[src/rtl/hs_pkg.sv]
// hs_pkg: shared types and width helpers for the click FIFO
package hs_pkg;
  typedef enum logic {FOUR_PHASE, TWO_PHASE} phase_mode_e;
  typedef enum logic [1:0] {IDLE, WAIT, REQ, RTZ} out_state_e;
  function automatic int cnt_w(input int depth);
    return $clog2(depth + 1);
  endfunction
  function automatic int ptr_w(input int depth);
    return depth > 1 ? $clog2(depth) : 1;
  endfunction
endpackage

[src/rtl/hs_sync.sv]
// hs_sync: reset-to-zero flop chain for one handshake input, pass-through when STAGES is 0
module hs_sync #(
  parameter int STAGES = 2
) (
  input  logic clk,
  input  logic reset,
  input  logic d,
  output logic q
);
  if (STAGES == 0) begin : g_pass
    assign q = d;
  end else begin : g_ff
    logic [STAGES-1:0] r;
    // shift the raw input in at the low end, oldest sample at the top
    always_ff @(posedge clk)
      r <= reset ? '0 : STAGES'({r, d});
    assign q = r[STAGES-1];
  end
endmodule

[src/rtl/click_fifo_sync.sv]
// click_fifo_sync: req/ack bundled-data channels bridged through a synchronous FIFO with delayed output request
module click_fifo_sync
  import hs_pkg::*;
#(
  parameter int WIDTH       = 4,
  parameter int DEPTH       = 4,
  parameter int FL_DELAY    = 2,
  parameter int SYNC_STAGES = 2,
  parameter int PHASE_MODE  = 0
) (
  input  logic                       clk,
  input  logic                       reset,
  input  logic                       lreq,
  output logic                       lack,
  input  logic [WIDTH-1:0]           ldata,
  output logic                       rreq,
  input  logic                       rack,
  output logic [WIDTH-1:0]           rdata,
  output logic [cnt_w(DEPTH)-1:0]    count,
  output logic                       full,
  output logic                       empty
);
  localparam int CW = cnt_w(DEPTH);
  localparam int PW = ptr_w(DEPTH);
  localparam int DW = $clog2(FL_DELAY + 2);
  localparam bit two_ph = PHASE_MODE == int'(TWO_PHASE);
  localparam logic [PW-1:0] last = PW'(DEPTH - 1);
  localparam logic [DW-1:0] dly_init = DW'(FL_DELAY > 0 ? FL_DELAY - 1 : 0);
  logic lreq_s, rack_s, push, pop, go_req;
  logic [WIDTH-1:0] mem [DEPTH];
  logic [PW-1:0] wr_ptr, rd_ptr;
  logic [DW-1:0] dly_cnt;
  out_state_e state;
  hs_sync #(.STAGES(SYNC_STAGES)) u_lreq_sync (.clk(clk), .reset(reset), .d(lreq), .q(lreq_s));
  hs_sync #(.STAGES(SYNC_STAGES)) u_rack_sync (.clk(clk), .reset(reset), .d(rack), .q(rack_s));
  assign full  = count == CW'(DEPTH);
  assign empty = count == '0;
  // handshake decode: full uses the pre-pop count, so a same-cycle pop never frees a slot early
  always_comb begin
    push   = !full && (two_ph ? lreq_s != lack : lreq_s && !lack);
    pop    = state == REQ && (two_ph ? rack_s == rreq : rack_s);
    go_req = (state == IDLE && !empty && FL_DELAY == 0) || (state == WAIT && dly_cnt == '0);
  end
  // input side: capture raw ldata and answer the request
  always_ff @(posedge clk)
    if (reset) begin
      lack   <= 1'b0;
      wr_ptr <= '0;
    end else if (push) begin
      mem[wr_ptr] <= ldata;
      lack        <= two_ph ? ~lack : 1'b1;
      wr_ptr      <= wr_ptr == last ? '0 : wr_ptr + 1'b1;
    end else if (!two_ph && !lreq_s && lack)
      lack <= 1'b0;
  // occupancy: push and pop in the same cycle cancel
  always_ff @(posedge clk)
    count <= reset ? '0 : count + CW'(push) - CW'(pop);
  // output FSM: forward-latency wait, then present the head entry until it is acknowledged
  always_ff @(posedge clk)
    if (reset) begin
      state   <= IDLE;
      rreq    <= 1'b0;
      rdata   <= '0;
      rd_ptr  <= '0;
      dly_cnt <= '0;
    end else if (go_req) begin
      state <= REQ;
      rdata <= mem[rd_ptr];
      rreq  <= two_ph ? ~rreq : 1'b1;
    end else if (state == IDLE && !empty) begin
      state   <= WAIT;
      dly_cnt <= dly_init;
    end else if (state == WAIT)
      dly_cnt <= dly_cnt - 1'b1;
    else if (pop) begin
      rd_ptr <= rd_ptr == last ? '0 : rd_ptr + 1'b1;
      state  <= two_ph ? IDLE : RTZ;
      rreq   <= two_ph ? rreq : 1'b0;
    end else if (state == RTZ && !rack_s)
      state <= IDLE;
endmodule
[config.mk]
export PLATFORM = sky130hd
export DESIGN_NAME = click_fifo_sync
export DESIGN_NICKNAME = d
export VERILOG_FILES = /design/src/rtl/hs_pkg.sv /design/src/rtl/hs_sync.sv /design/src/rtl/click_fifo_sync.sv
export SDC_FILE = /design/constraint.sdc
export NUM_CORES = 1
export LEC_CHECK = 0
export CORE_MARGIN = 4
export CORE_UTILIZATION = 58
export CTS_CLUSTER_DIAMETER = 200
export DETAILED_ROUTE_END_ITERATION = 10
export PLACE_DENSITY = 0.95
export SLEW_MARGIN = 20
export SYNTH_ARGS = -nofsm -noshare
export SYNTH_HDL_FRONTEND = slang
export SYNTH_SLANG_ARGS = --single-unit
[constraint.sdc]
create_clock -name clk -period 3.3 [get_ports clk]
set_input_delay 0.66 -clock clk [delete_from_list [all_inputs] [get_ports clk]]
set_output_delay 0.66 -clock clk [all_outputs]
set_load 0.1 [all_outputs]
==> results of run 1 <==
[stage by stage]
| step | hold slack (ns) | instance area, um^2 | setup slack [ns] |
|---|---|---|---|
| 5_1_grt | 0.465 | 1790 | 0.770 |
| 6_report | 0.455 | 1790 | 1.02 |
| 3_3_place_gp | 0.418 | 1740 | 1.06 |
| 4_1_cts | 0.458 | 1790 | 0.990 |
| 2_1_floorplan | 0.414 | 1570 | -0.0815 |
| 3_5_place_dp | 0.431 | 1740 | 0.956 |
[placed cells by master, fill, tap and decap left out, types with 2 or more instances in the layout]
cell type / n
dfxtp_1: 20
edfxtp_1: 16
inv_1: 12
buf_4: 12
nor2_1: 10
ha_1: 8
clkdlybuf4s50_1: 7
and2_1: 5
nand2_1: 5
a21oi_1: 5
nor2b_1: 5
mux2i_1: 5
clkbuf_4: 5
mux4_2: 4
nor3_1: 3
nand3b_1: 2
o311a_1: 2
a211oi_1: 2
clkbuf_1: 2
[power by group]
part / internal, W / total [W] / switching, W
registers: 0.000507 / 0.000541 / 0.0000338
logic: 0.0000949 / 0.000293 / 0.000199
clock network: 0.0000819 / 0.000224 / 0.000142
total: 0.000684 / 0.00106 / 0.000375
[flip-flops by register name, summed over array words and instances (netlist names)]
register	cells
state	2
rd_ptr	2
u_lreq_sync.g_ff.r	2
lack	1
rreq	1
u_rack_sync.g_ff.r	2
wr_ptr	2
rdata	4
mem	16
dly_cnt	2
count	3
[logic make-up after synthesis]
family                   count (synthesis)
multiplexers                            10
AND/OR/NAND/NOR                         36
AO/OA/AOI/OAI                           14
XOR/XNOR                                 1
adder cells (fa/ha/maj)                  9
flip-flops                              37
buffers and inverters                   17
[worst paths after layout]
| kind | startpoint | endpoint | slack [ns] | cells past startpoint |
|---|---|---|---|---|
| min | u_lreq_sync.g_ff.r[0] | u_lreq_sync.g_ff.r[1] | 0.46 | 1 |
| min reg2reg | u_lreq_sync.g_ff.r[0] | u_lreq_sync.g_ff.r[1] | 0.46 | 1 |
| max | count[1] | count[2] | 1.02 | 11 |
| max reg2reg | count[1] | count[2] | 1.02 | 11 |
[per-layer routing]
layer | global-route usage (%) | up-vias | share of wire, %
met2 | 28.5 | 20 | 49
met5 | 0 | - | 0
met3 | 7.78 | 9 | 5.5
met4 | 10.4 | 0 | 3.2
li1 | - | 480 | -
met1 | 21.6 | 476 | 42
[layout make-up]
class | count | area share, %
sequential | 37 | 50.4
multi-input combinational | 70 | 33.3
timing repair buffer | 19 | 8.95
clock buffer | 7 | 2.52
inverter | 12 | 2.52
tap | 30 | 2.10
clock inverter | 1 | 0.210
==> metrics.md, run 1 <==
| Metric | Value |
|---|---|
| Outcome | completed |
| Top FF cell, synth | dfxtp_1 |
| Main combinational cell family by area after synthesis | simple AND/OR/NAND/NOR gates |
| Core area | roughly 0.0025 mm^2 |
| Post-synthesis sequential area ratio | between 50% and 60% |
| Total global-route track usage | between 10% and 20% |
| Lkg Pwr | around 0.72 nW |
| CP endpoint kind | flop |
| Flop and latch count out of synthesis | 37 |
| Clk slew on worst S/H paths | around 0.1 ns |
| Final setup fails | 0 |
| Initial antenna violation count | 0 |
| DIE AREA | 0.00358 mm^2 |
| Adder-cell area share of the yosys netlist | approximately 7.7% |
| Slowest stage delay, CP | ~0.52 ns |
| Crit-path cells | nor3b_4 > nor2_1 > nand2_1 > ha_1 > inv_1 > ha_1 > inv_1 > fa_1 > xor2_1 > and2_1 > nor3_1 |
| Setup_tns | 0 ns |
| Commonest cells in the netlist | dfxtp_1 (21), edfxtp_1 (16), inv_1 (12) |
| N_diodes | 0 |
| Die Y | ~60 um |
| FILL cells | about 180 |
| Slowest-stage cell, CP | dfxtp_1 |
| Vias per inst | about 5.6 |
| Cells after DPL | around 170 |
| Tightest Hold Check Type | flop to flop |
| PwrDens | a little under 600 mW/mm^2 |
| Mapped Nets | 141 |
| Tmin final | about 2.3 ns |
| Area of the multi-input gates | 596 um^2 |
| CP required | 3.57 ns |
| DRT iter0 DRCs | 23 |
| Number of synthesized flops with an enable pin | 16 |
| Vias in the first global route | 1008 |
| Area share of the largest cell type after synthesis | 30.8% |
| Most frequent cell after synthesis | dfxtp_1 |
| Period utilization | about 69% |
| Power, Total | 0.00106 W |
| Htree depth | 2 |
| TritonRoute pass-1 iters | 4 |
| First-pass GRT wire length | roughly 4700 um |
| Finished Layout Cells | 176 |
| Yosys cell types | 30 |
| Max VDD drop | approximately 0.44 mV |
| Post-synthesis compound-gate area fraction | about 6.5% |
| Syn avg cell area | approximately 13 um^2 |
| Synth Area in XOR/XNOR | less than 1% |
| Crit path kind | flop to flop |
| Clock Tree Root | clkbuf_4 |
| Final Hold Viols | 0 |
| Pin count of the biggest net entering global routing | 23 |
| Antenna Nets Post-Route | 0 |
| IO buf count | 18 |
| Critical path peak fanout | 7 |
| Area contributors post-synth | edfxtp_1 (31%), dfxtp_1 (27%), ha_1 (6.4%), mux4_2 (5.8%), mux2i_1 (3.2%) |
| Final Skew | roughly 0.012 ns |
| Hold bufs inserted after CTS | 0 |
| Clock sinks | 37 |
| Count of pins over their slew limit | 0 |
| Final GP Congestion | around 0.8 |
| Num CTS Buffers | 5 |
| DR vias | roughly 990 |
| Final #Nets | between 150 and 200 |
| Initial Util | roughly three fifths |
| Post-Syn Area | 0.00156 mm^2 |
| Area grow syn2layout | 14.7% |
| WL/cell | approximately 15 um |
| Post-Synthesis Cells | 124 |
| Std-Cell Rows | 18 |
| CTS tree | done |
| Data arrival, critical path | about 2.6 ns |
| CP startpoint kind | flop |
| Storage cell area | 902 um^2 |
| Top Family by Delay on Critical Path | adder cells |
| CP Buf/Inv Count | 2 |
| Synth warn | 0 |
| Final Core Density | 70.9% |
| Resize count post-CTS | 0 |
| Max_cap viols | 0 |
| Worst skew pair latency | 0.35 ns |
| RSZ-0062 raised after global routing | no |
| Die X | 59.9 um |
| Detailed-route DRC error count | 0 |
| Worst Max-Slew Pin Slew | between 0.4 and 0.5 ns |
| Cell taking the most area after synthesis | edfxtp_1 |
| Simple-Gate Fraction of Synth Area | ~13% |
| Clk buf depth | 2 |
| Grt total ovfl | 0 |
| Post-CTS Setup Inserts | 0 |
| HPWL Detailed | roughly 2000 um |
| Fmax | around 440 MHz |
| Fraction of registers with async set/reset | 0% |
| # IOs | 19 |
| Mux cell area share after synthesis | 9.70% |
| DRT Wirelength | between 2000 and 3000 um |
| Worst slew margin | approximately two thirds |
| Share of layout cells above drive strength 1 | 19.9% |
(Power assumes the default switching activity.)
==> run 2, diff against run 1 <==
--- a/config.mk
+++ b/config.mk
@@ -6,10 +6,10 @@
 export NUM_CORES = 1
 export LEC_CHECK = 0
 export CORE_MARGIN = 4
-export CORE_UTILIZATION = 58
+export CORE_UTILIZATION = 54
 export CTS_CLUSTER_DIAMETER = 200
 export DETAILED_ROUTE_END_ITERATION = 10
-export PLACE_DENSITY = 0.95
+export PLACE_DENSITY = 0.9
 export SLEW_MARGIN = 20
 export SYNTH_ARGS = -nofsm -noshare
 export SYNTH_HDL_FRONTEND = slang
==> constraint.sdc (replaced) <==
create_clock -name clk -period 2.4 [get_ports clk]
set_input_delay 0.48 -clock clk [delete_from_list [all_inputs] [get_ports clk]]
set_output_delay 0.48 -clock clk [all_outputs]
set_load 0.1 [all_outputs]
==> metrics.md, run 2 (synthesis results as in run 1) <==
| Metric | Value |
|---|---|
| Max_cap viols | 0 (unchanged) |
| Worst skew pair latency | 0.35 ns (about the same) |
| Slowest-stage cell, CP | dfxtp_1 |
| Largest reg by FF count | mem |
| WL/cell | 15.6 um (+4.0%) |
| FF-to-FF path depth | 10 (-1) |
| Tmin final | 2.31 ns (+0.0297 ns) |
| Slowest stage delay, CP | 0.50 ns (-0.02 ns) |
| Final setup fails | 0 (unchanged) |
| Final #Nets | 164 (+1.2%) |
| DRT iter0 DRCs | 21 (-8.7%) |
| Share of layout cells above drive strength 1 | 26.4% (+6.5 points) |
| Final GP Congestion | 0.736 (-7.3%) |
| Largest regs | mem (16), rdata (4), count (3) |
| Cells after DPL | 169 (+0.60%) |
| Final Skew | 0.0152 ns (+0.00336 ns) |
| Hold Slack | 0.446 ns (-0.00928 ns) |
| Worst Max-Slew Pin Slew | 0.486 ns (+0.00769 ns) |
| Grt total ovfl | 0 (unchanged) |
| Tightest Hold Check Type | flop to flop |
| DIE AREA | 0.00381 mm^2 (+6.4%) |
| CTS tree | done |
| Htree depth | 2 (unchanged) |
| Count of pins over their slew limit | 0 (unchanged) |
| Die X | 61.8 um (+3.1%) |
| Clk slew on worst S/H paths | 0.11 ns (about the same) |
| Area grow syn2layout | 18.6% |
| Antenna Nets Post-Route | 0 (unchanged) |
| Num CTS Buffers | 5 (unchanged) |
| Std-Cell Rows | 19 (+1) |
| Finished Layout Cells | 179 (+1.7%) |
| Vias in the first global route | 990 (-1.8%) |
| Worst path most repeated cell | inv_1 |
| Crit-path cells | nand3b_1 > inv_1 > ha_1 > inv_1 > ha_1 > inv_1 > fa_2 > xor2_1 > and2_1 > nor3_1 |
| Die Y | 61.8 um (+3.1%) |
| CP Buf/Inv Count | 3 (+1) |
| Initial antenna violation count | 0 (unchanged) |
| Most frequent cells in the layout | dfxtp_1 (17), edfxtp_1 (16), buf_4 (14) |
| CP startpoint kind | flop |
| Pin count of the biggest net entering global routing | 22 (-4.3%) |
| RSZ-0062 raised after global routing | no |
| Max VDD drop | 0.702 mV (+58%) |
| PnR worst setup slack | 0.0892 ns (-0.930 ns) |
| Top Family by Delay on Critical Path | adder cells |
| Detailed-route DRC error count | 0 (unchanged) |
| TritonRoute pass-1 iters | 4 (unchanged) |
| IO buf count | 18 (unchanged) |
| Data arrival, critical path | 2.57 ns (+0.02 ns) |
| DR vias | 996 (+1.1%) |
| DRT Wirelength | 2790 um (+5.8%) |
| Final Hold Viols | 0 (unchanged) |
| Clk buf depth | 2 (unchanged) |
| Lkg Pwr | 0.752 nW (+4.5%) |
| Commonest non-fill, non-tap cell in the layout | dfxtp_1 |
| Period utilization | 96.3% (+27 points) |
| Worst slew margin | 67.3% (-0.52 points) |
| Clock sinks | 37 (unchanged) |
| CP endpoint kind | flop |
| Core area | 0.00276 mm^2 (+9.3%) |
| Placed Instance Area | 0.00175 mm^2 (+0.65%) |
| Fmax | 433 MHz (-1.3%) |
| N_diodes | 0 (unchanged) |
| Outcome | completed |
| Cell area after layout | 0.00185 mm^2 (+3.4%) |
| PwrDens | 850 mW/mm^2 (+44%) |
| Vias per inst | 5.56 (-0.58%) |
| Min-Delay Path Depth | 1 (unchanged) |
| Setup_tns | 0 ns (unchanged) |
| Critical path depth | 10 (-1) |
| Critical path peak fanout | 9 (+2) |
| Clock Tree Root | clkbuf_4 |
| Largest register FFs | 16 (unchanged) |
| Crit path kind | flop to flop |
| Post-Place Setup Slack | 0.115 ns (-0.841 ns) |
| HPWL Detailed | 2050 um (+5.0%) |
| # IOs | 19 (unchanged) |
| CP required | 2.66 ns (-0.91 ns) |
| First-pass GRT wire length | 4490 um (-3.4%) |
| Total global-route track usage | 17.3% (-1.2 points) |
| Initial Util | 56.6% (-5.3 points) |
[run 2: cell count changes in the layout (fill, tap and decap cells not counted), moves of 2 or more]
cell,change
clkbuf_1,-2
dfxtp_2,+2
buf_4,+2
dfxtp_1,-3
[run 2: final timing paths]
path | from | endpoint | slack [ns]
setup / recovery | state[1] | count[2] | 0.09
setup reg to reg | state[1] | count[2] | 0.09
hold / removal | u_lreq_sync.g_ff.r[0] | u_lreq_sync.g_ff.r[1] | 0.45
hold reg to reg | u_lreq_sync.g_ff.r[0] | u_lreq_sync.g_ff.r[1] | 0.45
[run 2: per-stage QoR]
step                utilization, %  power (W)
finish                        67.1    0.00157
detailed placement            63.5    0.00117
floorplan                        -    0.00109
CTS                           66.5    0.00158
global route                  67.1    0.00164
global placement              63.5    0.00115
[run 2: cell type report]
type,count,area (um^2)
well taps,31,38.8
multi-input cells,70,601
repair buffers,21,175
flip-flops and latches,37,908
clock inverters,1,6.26
clock buffers,7,76.3
inverters,12,45.0
fillers,209,907
[run 2: layer usage]
| layer | part of all wire, % | track usage (%) | vias up |
|---|---|---|---|
| met4 | 2.9 | 9.09 | 0 |
| met1 | 39 | 18.3 | 485 |
| li1 | - | - | 484 |
| met3 | 4.2 | 7.23 | 10 |
| met5 | 0 | 0 | - |
| met2 | 54 | 29.4 | 17 |
[run 2: report_power, final]
part           leakage (nW)  total [W]  switching, W  internal, W
Sequential            0.317   0.000746     0.0000472     0.000699
Clock                0.0470   0.000415      0.000208     0.000207
Combinational         0.388   0.000412      0.000276     0.000136
[run 2: worst reg2reg max path, stage by stage (launching register included)]
cell	delay, ns
dfxtp_1	0.50
nand3b_1	0.25
inv_1	0.12
ha_1	0.23
inv_1	0.06
ha_1	0.14
inv_1	0.06
fa_2	0.34
xor2_1	0.16
and2_1	0.17
nor3_1	0.19
[run 2: timing repair]
item                                   4_1_cts  5_1_grt
hold buffers                                 0        0
gates resized for setup                      0        1
endpoints found under the hold margin        0        0
setup endpoints to repair                    0        1
buffers inserted                             0        2
==> run 3, diff against run 2 <==
--- a/config.mk
+++ b/config.mk
@@ -5,11 +5,13 @@
 export SDC_FILE = /design/constraint.sdc
 export NUM_CORES = 1
 export LEC_CHECK = 0
+export ABC_AREA = 1
+export CAP_MARGIN = 25
 export CORE_MARGIN = 4
 export CORE_UTILIZATION = 54
 export CTS_CLUSTER_DIAMETER = 200
 export DETAILED_ROUTE_END_ITERATION = 10
-export PLACE_DENSITY = 0.9
+export PLACE_DENSITY = 0.89
 export SLEW_MARGIN = 20
 export SYNTH_ARGS = -nofsm -noshare
 export SYNTH_HDL_FRONTEND = slang
==> metrics.md, run 3 <==
| Metric | Value |
|---|---|
| Outcome | completed |
| Crit path kind | flop to flop |
| Largest reg by FF count | mem |
| DRT Wirelength | 2780 um (-0.36%) |
| Vias per inst | 4.88 (-12%) |
| Pin count of the biggest net entering global routing | 13 (-41%) |
| Met1 Track Usage GR | 17.9% (-0.37 points) |
| Yosys cell types | 23 (-23%) |
| Clk buf depth | 2 (unchanged) |
| Worst Max-Slew Pin Slew | 0.369 ns (-0.116 ns) |
| Vias in the first global route | 1110 (+12%) |
| DRT iter0 DRCs | 48 (+130%) |
| Post-CTS Setup Inserts | 0 (unchanged) |
| Mux cell area share after synthesis | 0% (-9.7 points) |
| WL/cell | 11.3 um (-28%) |
| Commonest non-fill, non-tap cell in the layout | inv_1 |
| Post-synthesis sequential area ratio | 53.7% (-4.0 points) |
| Tmin final | 1.87 ns (-0.442 ns) |
| Placed Instance Area | 0.00189 mm^2 (+8.1%) |
| Slowest-stage cell, CP | dfxtp_1 |
| Cell taking the most area after synthesis | edfxtp_1 |
| Synth Area in XOR/XNOR | 0.522% (-0.039 points) |
| Area grow syn2layout | 17.8% |
| Period utilization | 77.9% (-18 points) |
| IO buf count | 18 (unchanged) |
| PwrDens | 988 mW/mm^2 (+16%) |
| GR Layer Usage met2 | 24.8% (-4.7 points) |
| Top Family by Delay on Critical Path | adder cells |
| Adder-cell area share of the yosys netlist | 7.16% (-0.53 points) |
| Worst skew pair latency | 0.34 ns (about the same) |
| Simple-Gate Fraction of Synth Area | 20.4% (+7.4 points) |
| Clk slew on worst S/H paths | 0.11 ns (about the same) |
| Num CTS Buffers | 5 (unchanged) |
| N_diodes | 0 (unchanged) |
| Detailed-route DRC error count | 0 (unchanged) |
| Std-Cell Rows | 19 (unchanged) |
| Initial Util | 58.8% (+2.2 points) |
| Syn avg cell area | 8.92 um^2 (-29%) |
| RSZ-0062 raised after global routing | no |
| Final setup fails | 0 (unchanged) |
| Tightest Hold Check Type | flop to flop |
| Post-synthesis compound-gate area fraction | 5.97% (-0.53 points) |
| Top FF cell, synth | dfxtp_1 |
| Grt total ovfl | 0 (unchanged) |
| Resize count post-CTS | 0 (unchanged) |
| Clock Tree Root | clkbuf_4 |
| Number of synthesized flops with an enable pin | 16 (unchanged) |
| Antenna Nets Post-Route | 0 (unchanged) |
| Final GP Congestion | 0.751 (+2.0%) |
| Fraction of registers with async set/reset | 0% (unchanged) |
| Worst slew margin | 75.3% (+8.0 points) |
| Die X | 63.7 um (+3.2%) |
| # IOs | 19 (unchanged) |
| Hold bufs inserted after CTS | 0 (unchanged) |
| Worst path most repeated cell | inv_1 |
| Max_cap viols | 0 (unchanged) |
| Final Skew | 0.00887 ns (-0.00631 ns) |
| Count of pins over their slew limit | 0 (unchanged) |
| Synth warn | 0 (unchanged) |
| First-pass GRT wire length | 4720 um (+5.1%) |
| Clock sinks | 37 (unchanged) |
| Core area | 0.00285 mm^2 (+3.4%) |
| Main combinational cell family by area after synthesis | simple AND/OR/NAND/NOR gates |
| CP Buf/Inv Count | 4 (+1) |
| Commonest cells in the netlist | inv_1 (48), nand2_1 (30), dfxtp_1 (21) |
| Post-Synthesis Cells | 188 (+52%) |
| Htree depth | 2 (unchanged) |
| Most frequent cells in the layout | inv_1 (48), nand2_1 (30), dfxtp_1 (18) |
| Final Hold Viols | 0 (unchanged) |
| Final #Nets | 232 (+41%) |
| Most frequent cell after synthesis | inv_1 |
| Initial antenna violation count | 0 (unchanged) |
| Die Y | 63.7 um (+3.2%) |
| TritonRoute pass-1 iters | 5 (+1) |
| DIE AREA | 0.00406 mm^2 (+6.5%) |
| Flop and latch count out of synthesis | 37 (unchanged) |
| Post-Syn Area | 0.00168 mm^2 (+7.5%) |
| CTS tree | done |
| Crit-path cells | inv_1 > nand3_2 > inv_1 > ha_1 > inv_1 > ha_1 > inv_1 > fa_1 > nand2_1 > nand2_1 > nor2_1 |
| HPWL Detailed | 2090 um (+2.0%) |
| CP startpoint kind | flop |
| CP required | 2.68 ns (+0.02 ns) |
| CP endpoint kind | flop |
| Setup_tns | 0 ns (unchanged) |
| Fmax | 535 MHz (+24%) |
| Met3 usage | 3.73% (-3.5 points) |
| Slowest stage delay, CP | 0.45 ns (-0.05 ns) |
| Area contributors post-synth | edfxtp_1 (29%), dfxtp_1 (25%), inv_1 (11%), nand2_1 (6.7%), ha_1 (6.0%) |
| DR vias | 1206 (+21%) |
| GRT busiest layer | met2 |
| Area share of the largest cell type after synthesis | 28.7% (-2.1 points) |
| Lkg Pwr | 0.934 nW (+24%) |
| Largest register FFs | 16 (unchanged) |
| Mapped Nets | 205 (+45%) |
| Data arrival, critical path | 2.15 ns (-0.42 ns) |
| Critical path peak fanout | 6 (-3) |
| Max VDD drop | 0.529 mV (-25%) |
| Largest regs | mem (16), rdata (4), count (3) |
| Share of layout cells above drive strength 1 | 15.7% (-11 points) |
| Total global-route track usage | 15.1% (-2.2 points) |
| Cell area after layout | 0.00197 mm^2 (+6.7%) |
==> run 3: changes by cell type after synthesis, sizes merged, moves of 5 or more <==
cell   change
inv       +38
nand2     +26
nand3     +18
a21oi      +6
and2       -5
mux2i      -5
nor2       +5
nor2b      -5
==> run 3: worst paths after layout <==
path | from | to | slack (ns) | cells past startpoint
max | state[0] | count[2] | 0.53 | 11
min | u_rack_sync.g_ff.r[0] | u_rack_sync.g_ff.r[1] | 0.41 | 2
max reg2reg | state[0] | count[2] | 0.53 | 11
min reg2reg | u_rack_sync.g_ff.r[0] | u_rack_sync.g_ff.r[1] | 0.41 | 2
==> run 3: power by group <==
| group | switching [W] | total (W) | internal [W] |
|---|---|---|---|
| Clock | 0.000195 | 0.000402 | 0.000207 |
| Combinational | 0.000569 | 0.000754 | 0.000184 |
| Sequential | 0.0000623 | 0.000795 | 0.000733 |
| Total | 0.000827 | 0.00195 | 0.00112 |
==> run 3: area by class of cell <==
class | count | area [um^2]
repair buffers | 23 | 190
well taps | 31 | 38.8
flip-flops and latches | 37 | 905
multi-input cells | 98 | 573
fillers | 230 | 878
inverters | 50 | 188
clock buffers | 8 | 80.1
==> run 3: layer usage <==
metal	vias up	share of wire, %
met3	10	4.6
met4	0	2.5
li1	639	-
met2	25	48
met5	-	0
met1	532	45
==> run 3: cells by family (layout without fill, tap and decap cells) <==
logic type,after synthesis,count (layout)
and+or+nand+nor,69,69
adders and majority gates,9,9
buffers and inverters,53,81
xor gates and xnor gates,1,1
DFF,37,37
AOI/OAI and AO/OA,19,19
==> run 3: per-stage QoR <==
step                total power (W)  utilization (%)  hold WS (ns)  setup slack (ns)  cells
floorplan                   0.00141                -         0.388             0.108    188
global placement            0.00155             66.4         0.392             0.623    239
detailed placement          0.00156             66.4         0.394             0.538    239
CTS                         0.00196             69.2         0.408             0.531    247
global route                0.00207             69.2         0.424             0.378    247
finish                      0.00195             69.2         0.407             0.531    247
==> run 3: worst reg2reg max path: stages, from the launching register on <==
cell and delay, ns:
dfxtp_1 0.45, inv_1 0.09, nand3_2 0.12, inv_1 0.06, ha_1 0.26, inv_1 0.05
ha_1 0.13, inv_1 0.05, fa_1 0.38, nand2_1 0.08, nand2_1 0.05, nor2_1 0.09
